[config.mk]
export PLATFORM = sky130hd
export DESIGN_NAME = ofm_writer_flat
export DESIGN_NICKNAME = d
export VERILOG_FILES = /design/src/rtl/systolic_pkg.sv /design/src/rtl/ofm_writer_if.sv /design/src/rtl/ofm_fifo.sv /design/src/rtl/ofm_writer.sv /design/src/flat_wrapper.sv
export SDC_FILE = /design/constraint.sdc
export NUM_CORES = 2
export LEC_CHECK = 0
export ABC_CLOCK_PERIOD_IN_PS = 3000
export CORE_MARGIN = 2
export CORE_UTILIZATION = 55
export DETAILED_ROUTE_END_ITERATION = 8
export GPL_TIMING_DRIVEN = 0
export PLACE_DENSITY = 0.85
export SLEW_MARGIN = 30
export SYNTH_ARGS = -nofsm -noshare
export SYNTH_HDL_FRONTEND = slang
export SYNTH_SLANG_ARGS = --single-unit
[constraint.sdc]
create_clock -name clk -period 3 [get_ports clk]
set_input_delay 0.6 -clock clk [delete_from_list [all_inputs] [get_ports clk]]
set_output_delay 0.6 -clock clk [all_outputs]
set_load 0.005 [all_outputs]
[src/rtl/systolic_pkg.sv]
// rtl/systolic_pkg.sv - shared FSM states and filter-group helpers for the OFM writer.
package systolic_pkg;

    typedef enum logic [1:0] {
        ST_IDLE  = 2'd0,
        ST_RUN   = 2'd1,
        ST_FLUSH = 2'd2,
        ST_DONE  = 2'd3
    } ofm_state_e;

    function automatic int calc_no_load_filter(input int no_filter, input int systolic_size);
        return (no_filter + systolic_size - 1) / systolic_size;
    endfunction

    // Number of real filters carried by the final (possibly partial) group.
    function automatic int last_group_lanes(input int no_filter, input int systolic_size);
        return no_filter - (calc_no_load_filter(no_filter, systolic_size) - 1) * systolic_size;
    endfunction

    function automatic logic lane_enabled(input int lane, input logic last_group, input int valid_lanes);
        return !last_group || (lane < valid_lanes);
    endfunction

endpackage

[src/rtl/ofm_writer_if.sv]
// rtl/ofm_writer_if.sv - OFM memory write port between the writer and the feature-map memory.
interface ofm_writer_if #(
    parameter int SYSTOLIC_SIZE = 16,
    parameter int DATA_WIDTH    = 16,
    parameter int ADDR_WIDTH    = 14
);
    logic                                mem_wr_en;
    logic [ADDR_WIDTH-1:0]               mem_addr;
    logic [SYSTOLIC_SIZE*DATA_WIDTH-1:0] mem_wr_data;
    logic [SYSTOLIC_SIZE-1:0]            mem_lane_mask;
    logic                                mem_ready;

    modport master (
        output mem_wr_en, mem_addr, mem_wr_data, mem_lane_mask,
        input  mem_ready
    );

    modport slave (
        input  mem_wr_en, mem_addr, mem_wr_data, mem_lane_mask,
        output mem_ready
    );
endinterface

[src/rtl/ofm_fifo.sv]
// rtl/ofm_fifo.sv - show-ahead FIFO with wrap-bit pointers; DEPTH must be a power of 2, at least 2.
module ofm_fifo #(
    parameter int WIDTH = 8,
    parameter int DEPTH = 4
) (
    input  logic             clk,
    input  logic             rst,
    input  logic             push,
    input  logic             pop,
    input  logic [WIDTH-1:0] wr_data,
    output logic [WIDTH-1:0] rd_data,
    output logic             full,
    output logic             empty
);
    localparam int PW = $clog2(DEPTH);

    logic [PW:0]      wr_ptr_q, wr_ptr_d;
    logic [PW:0]      rd_ptr_q, rd_ptr_d;
    logic [WIDTH-1:0] mem_q [DEPTH];
    logic [WIDTH-1:0] mem_d [DEPTH];

    assign empty   = (wr_ptr_q == rd_ptr_q);
    assign full    = (wr_ptr_q[PW] != rd_ptr_q[PW]) && (wr_ptr_q[PW-1:0] == rd_ptr_q[PW-1:0]);
    assign rd_data = mem_q[rd_ptr_q[PW-1:0]];

    // A push while full is legal only alongside a pop; the slot written is the one being read out.
    always_comb begin
        wr_ptr_d = wr_ptr_q;
        rd_ptr_d = rd_ptr_q;
        mem_d    = mem_q;
        if (push) begin
            mem_d[wr_ptr_q[PW-1:0]] = wr_data;
            wr_ptr_d                = wr_ptr_q + (PW+1)'(1);
        end
        if (pop) begin
            rd_ptr_d = rd_ptr_q + (PW+1)'(1);
        end
    end

    always_ff @(posedge clk) begin
        if (rst) begin
            wr_ptr_q <= '0;
            rd_ptr_q <= '0;
            for (int i = 0; i < DEPTH; i++) begin
                mem_q[i] <= '0;
            end
        end else begin
            wr_ptr_q <= wr_ptr_d;
            rd_ptr_q <= rd_ptr_d;
            mem_q    <= mem_d;
        end
    end
endmodule

[src/rtl/ofm_writer.sv]
// rtl/ofm_writer.sv - captures systolic output vectors, applies ReLU, and streams them to OFM memory.
module ofm_writer
    import systolic_pkg::*;
#(
    parameter int SYSTOLIC_SIZE = 16,
    parameter int NO_FILTER     = 16,
    parameter int NO_TILE       = 64,
    parameter int DATA_WIDTH    = 16,
    parameter int ADDR_WIDTH    = 14,
    parameter int FIFO_DEPTH    = 4
) (
    input  logic                                clk,
    input  logic                                rst,
    input  logic                                start,
    input  logic                                write_out_en,
    input  logic [SYSTOLIC_SIZE*DATA_WIDTH-1:0] data_in,
    input  logic                                relu_en,
    ofm_writer_if.master                        mem,
    output logic                                busy,
    output logic                                overflow,
    output logic                                done
);
    localparam int NO_LOAD_FILTER = calc_no_load_filter(NO_FILTER, SYSTOLIC_SIZE);
    localparam int LAST_LANES     = last_group_lanes(NO_FILTER, SYSTOLIC_SIZE);
    localparam int DW             = SYSTOLIC_SIZE * DATA_WIDTH;
    localparam int FW             = DW + ADDR_WIDTH + SYSTOLIC_SIZE;
    localparam int ROW_W          = (SYSTOLIC_SIZE > 1) ? $clog2(SYSTOLIC_SIZE) : 1;
    localparam int TILE_W         = (NO_TILE > 1) ? $clog2(NO_TILE) : 1;
    localparam int GRP_W          = (NO_LOAD_FILTER > 1) ? $clog2(NO_LOAD_FILTER) : 1;

    localparam logic [ROW_W-1:0]  ROW_LAST  = ROW_W'(SYSTOLIC_SIZE - 1);
    localparam logic [TILE_W-1:0] TILE_LAST = TILE_W'(NO_TILE - 1);
    localparam logic [GRP_W-1:0]  GRP_LAST  = GRP_W'(NO_LOAD_FILTER - 1);

    ofm_state_e        state_q, state_d;
    logic [ROW_W-1:0]  row_q, row_d;
    logic [TILE_W-1:0] tile_q, tile_d;
    logic [GRP_W-1:0]  group_q, group_d;
    logic              overflow_q, overflow_d;

    logic                     fifo_full, fifo_empty;
    logic                     accept_in, push, pop, last_vec;
    logic [DW-1:0]            data_proc;
    logic [SYSTOLIC_SIZE-1:0] lane_mask;
    logic [ADDR_WIDTH-1:0]    vec_addr;
    logic [FW-1:0]            fifo_wr, fifo_rd;
    logic [DW-1:0]            head_data;
    logic [ADDR_WIDTH-1:0]    head_addr;
    logic [SYSTOLIC_SIZE-1:0] head_mask;

    assign accept_in = (state_q == ST_RUN) && write_out_en;
    assign pop       = !fifo_empty && mem.mem_ready;
    assign push      = accept_in && (!fifo_full || pop);
    assign last_vec  = (group_q == GRP_LAST) && (tile_q == TILE_LAST) && (row_q == ROW_LAST);

    // Address arithmetic wraps modulo 2**ADDR_WIDTH.
    assign vec_addr = ADDR_WIDTH'(group_q) * ADDR_WIDTH'(NO_TILE * SYSTOLIC_SIZE)
                    + ADDR_WIDTH'(tile_q) * ADDR_WIDTH'(SYSTOLIC_SIZE)
                    + ADDR_WIDTH'(row_q);

    always_comb begin
        data_proc = data_in;
        lane_mask = '0;
        for (int i = 0; i < SYSTOLIC_SIZE; i++) begin
            if (relu_en && data_in[i*DATA_WIDTH + DATA_WIDTH - 1]) begin
                data_proc[i*DATA_WIDTH +: DATA_WIDTH] = '0;
            end
            lane_mask[i] = lane_enabled(i, group_q == GRP_LAST, LAST_LANES);
        end
    end

    assign fifo_wr = {lane_mask, vec_addr, data_proc};

    ofm_fifo #(
        .WIDTH (FW),
        .DEPTH (FIFO_DEPTH)
    ) u_fifo (
        .clk     (clk),
        .rst     (rst),
        .push    (push),
        .pop     (pop),
        .wr_data (fifo_wr),
        .rd_data (fifo_rd),
        .full    (fifo_full),
        .empty   (fifo_empty)
    );

    assign {head_mask, head_addr, head_data} = fifo_rd;

    assign mem.mem_wr_en     = !fifo_empty;
    assign mem.mem_addr      = fifo_empty ? '0 : head_addr;
    assign mem.mem_wr_data   = fifo_empty ? '0 : head_data;
    assign mem.mem_lane_mask = fifo_empty ? '0 : head_mask;

    always_comb begin
        state_d    = state_q;
        row_d      = row_q;
        tile_d     = tile_q;
        group_d    = group_q;
        overflow_d = overflow_q;
        case (state_q)
            ST_IDLE: begin
                if (start) begin
                    state_d    = ST_RUN;
                    row_d      = '0;
                    tile_d     = '0;
                    group_d    = '0;
                    overflow_d = 1'b0;
                end
            end
            ST_RUN: begin
                if (accept_in && !push) begin
                    overflow_d = 1'b1;
                end
                if (push) begin
                    if (row_q == ROW_LAST) begin
                        row_d = '0;
                        if (tile_q == TILE_LAST) begin
                            tile_d  = '0;
                            group_d = (group_q == GRP_LAST) ? '0 : group_q + GRP_W'(1);
                        end else begin
                            tile_d = tile_q + TILE_W'(1);
                        end
                    end else begin
                        row_d = row_q + ROW_W'(1);
                    end
                    if (last_vec) begin
                        state_d = ST_FLUSH;
                    end
                end
            end
            ST_FLUSH: begin
                if (fifo_empty) begin
                    state_d = ST_DONE;
                end
            end
            default: begin
                state_d = ST_IDLE;
            end
        endcase
    end

    always_ff @(posedge clk) begin
        if (rst) begin
            state_q    <= ST_IDLE;
            row_q      <= '0;
            tile_q     <= '0;
            group_q    <= '0;
            overflow_q <= 1'b0;
        end else begin
            state_q    <= state_d;
            row_q      <= row_d;
            tile_q     <= tile_d;
            group_q    <= group_d;
            overflow_q <= overflow_d;
        end
    end

    assign busy     = (state_q != ST_IDLE);
    assign done     = (state_q == ST_DONE);
    assign overflow = overflow_q;
endmodule

[src/flat_wrapper.sv]
// flat-port wrapper written by rule: the top's interface ports become plain ports
module ofm_writer_flat import systolic_pkg::*;
#(
    parameter int SYSTOLIC_SIZE = 16,
    parameter int NO_FILTER     = 16,
    parameter int NO_TILE       = 64,
    parameter int DATA_WIDTH    = 16,
    parameter int ADDR_WIDTH    = 14,
    parameter int FIFO_DEPTH    = 4
)
  (clk, rst, start, write_out_en, data_in, relu_en, busy, overflow, done, mem_mem_wr_en, mem_mem_addr, mem_mem_wr_data, mem_mem_lane_mask, mem_mem_ready);
  ofm_writer_if #(.SYSTOLIC_SIZE(SYSTOLIC_SIZE), .DATA_WIDTH(DATA_WIDTH), .ADDR_WIDTH(ADDR_WIDTH)) mem_i ();
  input  logic clk;
  input  logic rst;
  input  logic start;
  input  logic write_out_en;
  input  logic [SYSTOLIC_SIZE*DATA_WIDTH-1:0] data_in;
  input  logic relu_en;
  output logic busy;
  output logic overflow;
  output logic done;
  output wire logic [$bits(mem_i.mem_wr_en)-1:0] mem_mem_wr_en;
  output wire logic [$bits(mem_i.mem_addr)-1:0] mem_mem_addr;
  output wire logic [$bits(mem_i.mem_wr_data)-1:0] mem_mem_wr_data;
  output wire logic [$bits(mem_i.mem_lane_mask)-1:0] mem_mem_lane_mask;
  input wire logic [$bits(mem_i.mem_ready)-1:0] mem_mem_ready;
  assign mem_mem_wr_en = mem_i.mem_wr_en;
  assign mem_mem_addr = mem_i.mem_addr;
  assign mem_mem_wr_data = mem_i.mem_wr_data;
  assign mem_mem_lane_mask = mem_i.mem_lane_mask;
  assign mem_i.mem_ready = mem_mem_ready;
  ofm_writer #(.SYSTOLIC_SIZE(SYSTOLIC_SIZE), .NO_FILTER(NO_FILTER), .NO_TILE(NO_TILE), .DATA_WIDTH(DATA_WIDTH), .ADDR_WIDTH(ADDR_WIDTH), .FIFO_DEPTH(FIFO_DEPTH)) u_core (.clk(clk), .rst(rst), .start(start), .write_out_en(write_out_en), .data_in(data_in), .relu_en(relu_en), .mem(mem_i), .busy(busy), .overflow(overflow), .done(done));
endmodule
==> flow_summary.yaml <==
global_routing:
  grt_pass1_vias: 46100
  grt_overflow_total: 0
  grt_max_degree: 16
  grtUsageTotal_pct: 38.3
  grt_pass1_wl_um: 266000
  grt_antenna_before_repair: 41
yosys:
  ys_types: 43
  yosys.area.top_type: "dfxtp_1"
  ys_warn_count: 0
  synth_edf_count: 0
  synthCells: 5546
  ys.flop_type: "dfxtp_1"
  synth_area_leaders: "dfxtp_1, mux4_2, a21oi_1"
  ys_async_sr_fraction_pct: 0
  syn-cell-area_um2: 47700
  ys_ff_latch: 1087
  seq_area_frac_synth_pct: 45.7
  avgSynthCellArea_um2: 8.59
  yosysTopAreaCellShare_pct: 45.7
sta:
  period_needed_ns: 3.29
  slew_headroom_pct: 29.2
  timing.setup.tns_ns: -41.17
  finalCritPeriodShare_pct: 110
  whs_ns: 0.450
  max_freq_mhz: 304
  rsz0062_at_grt: "true"
  drv_slew: 0
  finalHoldViolations: 0
  final-setup-viol-count: 262
  worst_pin_slew_ns: 1.06
  finClkSkew_ns: 0.0269
  fin_ws_ns: -0.292
placement:
  dpl.hpwl_um: 121000
  dp.cells: 7238
  place.gp.congestion: 0.946
  portBuffers: 545
worst_setup_path:
  crit_top_cell: "buf_12"
  timing.rr.start: "u_core.u_fifo.rd_ptr_q[1]"
  r2r_cells: 9
  cp_cell_sequence: "buf_12 -> xor2_4 -> nor3_4 -> inv_4 -> buf_8 -> buf_12 -> buf_12 -> buf_6 -> clkbuf_16 -> and2_4 -> clkbuf_2"
  end_kind: "output pin"
  cp_slowest_stage_delay_ns: 0.36
  critPathLaunchType: "register"
  r2r_end: "u_core.u_fifo.mem_q[168]"
  r2r_setup_slack_ns: -0.01
  crit_path_end: "mem_mem_wr_data[110]"
  crit_path_top_delay_cell: "dfxtp_4"
  crit_family: "buffers and inverters"
  crit_buf_inv: 8
  critical_path_required_ns: 2.40
  arrival_ns: 2.69
  path_class: "reg -> out"
  startpoint: "u_core.u_fifo.rd_ptr_q[0]"
  worstSetupPathDepth: 11
  path_max_fanout: 6
drt:
  drtAntennaViolNets: 0
  drtIter0Drc: 7084
  wl_um: 185000
  vias: 48600
  wire_per_inst_um: 24.5
  dr.pass1.iters: 8
  viasPerCell: 6.43
  drc: 0
clock_network:
  clkTransAtPathRegs_ns: 0.06
  clock_path_buffers: 3
  clk_latency_ns: 0.69
  cts.sink_count: 1087
  cts_hold_buf: 0
  numCtsBuffers: 110
  htree_levels: 3
  cts_root_buf: "clkbuf_16"
  cts_tree: "built"
min_path:
  hold_path_class: "reg -> reg"
pwr:
  power_density_nw_per_um2: 648
  total_leakage_power_nw: 21.9
  finalPower_w: 0.0394
  peakVddDrop_uv: 536
cells_and_area:
  finalNonFillerCells: 7557
  mostFrequentLayoutCell: "nand2_1"
  final_cell_mix: "nand2_1, dfxtp_1, a21oi_1, nand3_1, clkdlybuf4s50_1"
  final_util_pct: 71.1
  drive_gt1_share_pct: 17.9
  area_growth_pct: 27.6
  layout.nets: 6570
run_status:
  violations: "setup timing"
  status: "complete, but fails checks"
floorplanning:
  die_y_um: 298
  fp-row-count: 107
  dieArea_um2: 89000
  initial_core_util_pct: 55.7
  die_w_um: 298
  fp.coreArea_um2: 85500
  pin_count: 552
job:
  cap_violations: 0
-- worst min-delay path by stage --
stage                             startpoint  depth (start not counted)                        to  slack (ns)
global route        u_core.u_fifo.mem_q[548]                          2  u_core.u_fifo.mem_q[548]        0.46
detailed placement  u_core.u_fifo.mem_q[225]                          2  u_core.u_fifo.mem_q[225]        0.44
floorplan           u_core.u_fifo.mem_q[286]                          2  u_core.u_fifo.mem_q[286]        0.43
global placement    u_core.u_fifo.mem_q[661]                          2  u_core.u_fifo.mem_q[661]        0.44
finish              u_core.u_fifo.mem_q[241]                          2  u_core.u_fifo.mem_q[241]        0.45
CTS                 u_core.u_fifo.mem_q[661]                          2  u_core.u_fifo.mem_q[661]        0.45
-- area by class of cell --
class,instances,area (um^2)
Clock inverter,54,677
Antenna cell,24,60.1
Sequential cell,1087,21800
Multi-Input combinational cell,3880,23600
Buffer,570,3730
Fill cell,6073,24700
Clock buffer,151,3130
Inverter,12,47.5
Timing Repair Buffer,635,6350
Tap cell,1144,1430
-- per-layer routing --
metal	part of all wire (%)	track usage, %	up-vias
met5	0.094	0	-
met3	13	9.35	972
met4	7.7	26.5	30
li1	-	-	20800
met2	46	60.0	3967
met1	34	46.7	22900
-- metrics by stage --
step                      worst slack [ns]  instance area (um^2)
after floorplan                      0.337                 47700
after global placement               -1.99                 54600
after detailed placement             -1.64                 54600
after CTS                           -0.563                 59000
after global routing                -0.343                 60800
final                               -0.292                 60800
-- logic make-up after synthesis --
group / count (synthesis) / synth area share (%)
multiplexers: 272 / 12.7
XOR/XNOR: 10 / 0.184
AND/OR/NAND/NOR: 2487 / 23.7
buffers and inverters: 583 / 5.75
flip-flops: 1087 / 45.7
adder cells (fa/ha/maj): 12 / 0.315
other: 1 / 0.00787
AO/OA/AOI/OAI: 1094 / 11.6
-- worst register-to-register path, delay by kind of cell, from the launching register on --
kind | cells | cell delay, ns
AND/OR/NAND/NOR | 2 | 0.49
flip-flops | 1 | 0.37
AO/OA/AOI/OAI | 2 | 0.51
XOR/XNOR | 1 | 0.18
buffers and inverters | 4 | 1.39
-- cells in the mapped netlist, types with 20 or more instances --
library cell and instances:
and2_1 272, buf_4 58, buf_6 30, buf_1 133, nand2_1 1195, dfxtp_1 1087, nor2_1 20, nand3_1 965
mux4_2 267, buf_2 87, a21oi_1 1071, clkbuf_1 263
-- repair_timing --
item,in CTS,in global routing
resized for setup,364,861
cloned,1,22
pin swaps,2,14
setup buffers,4,64
setup endpoints to repair,283,306
-- flip-flops by register name, indices dropped and copies added, names as in the netlist --
signal / count
u_core.overflow: 1
u_core.row_q: 4
u_core.state_q: 2
u_core.tile_q: 6
u_core.u_fifo.mem_q: 1068
u_core.u_fifo.rd_ptr_q: 3
u_core.u_fifo.wr_ptr_q: 3
-- power by group --
part | total, W | internal [W] | switching (W) | leakage, nW
sequential | 0.0151 | 0.0148 | 0.000238 | 8.76
combinational | 0.00979 | 0.00434 | 0.00546 | 11.3
clock | 0.0146 | 0.00843 | 0.00614 | 1.87
total | 0.0394 | 0.0276 | 0.0118 | 21.9
No activity file was read; power rests on OpenSTA's default activity.
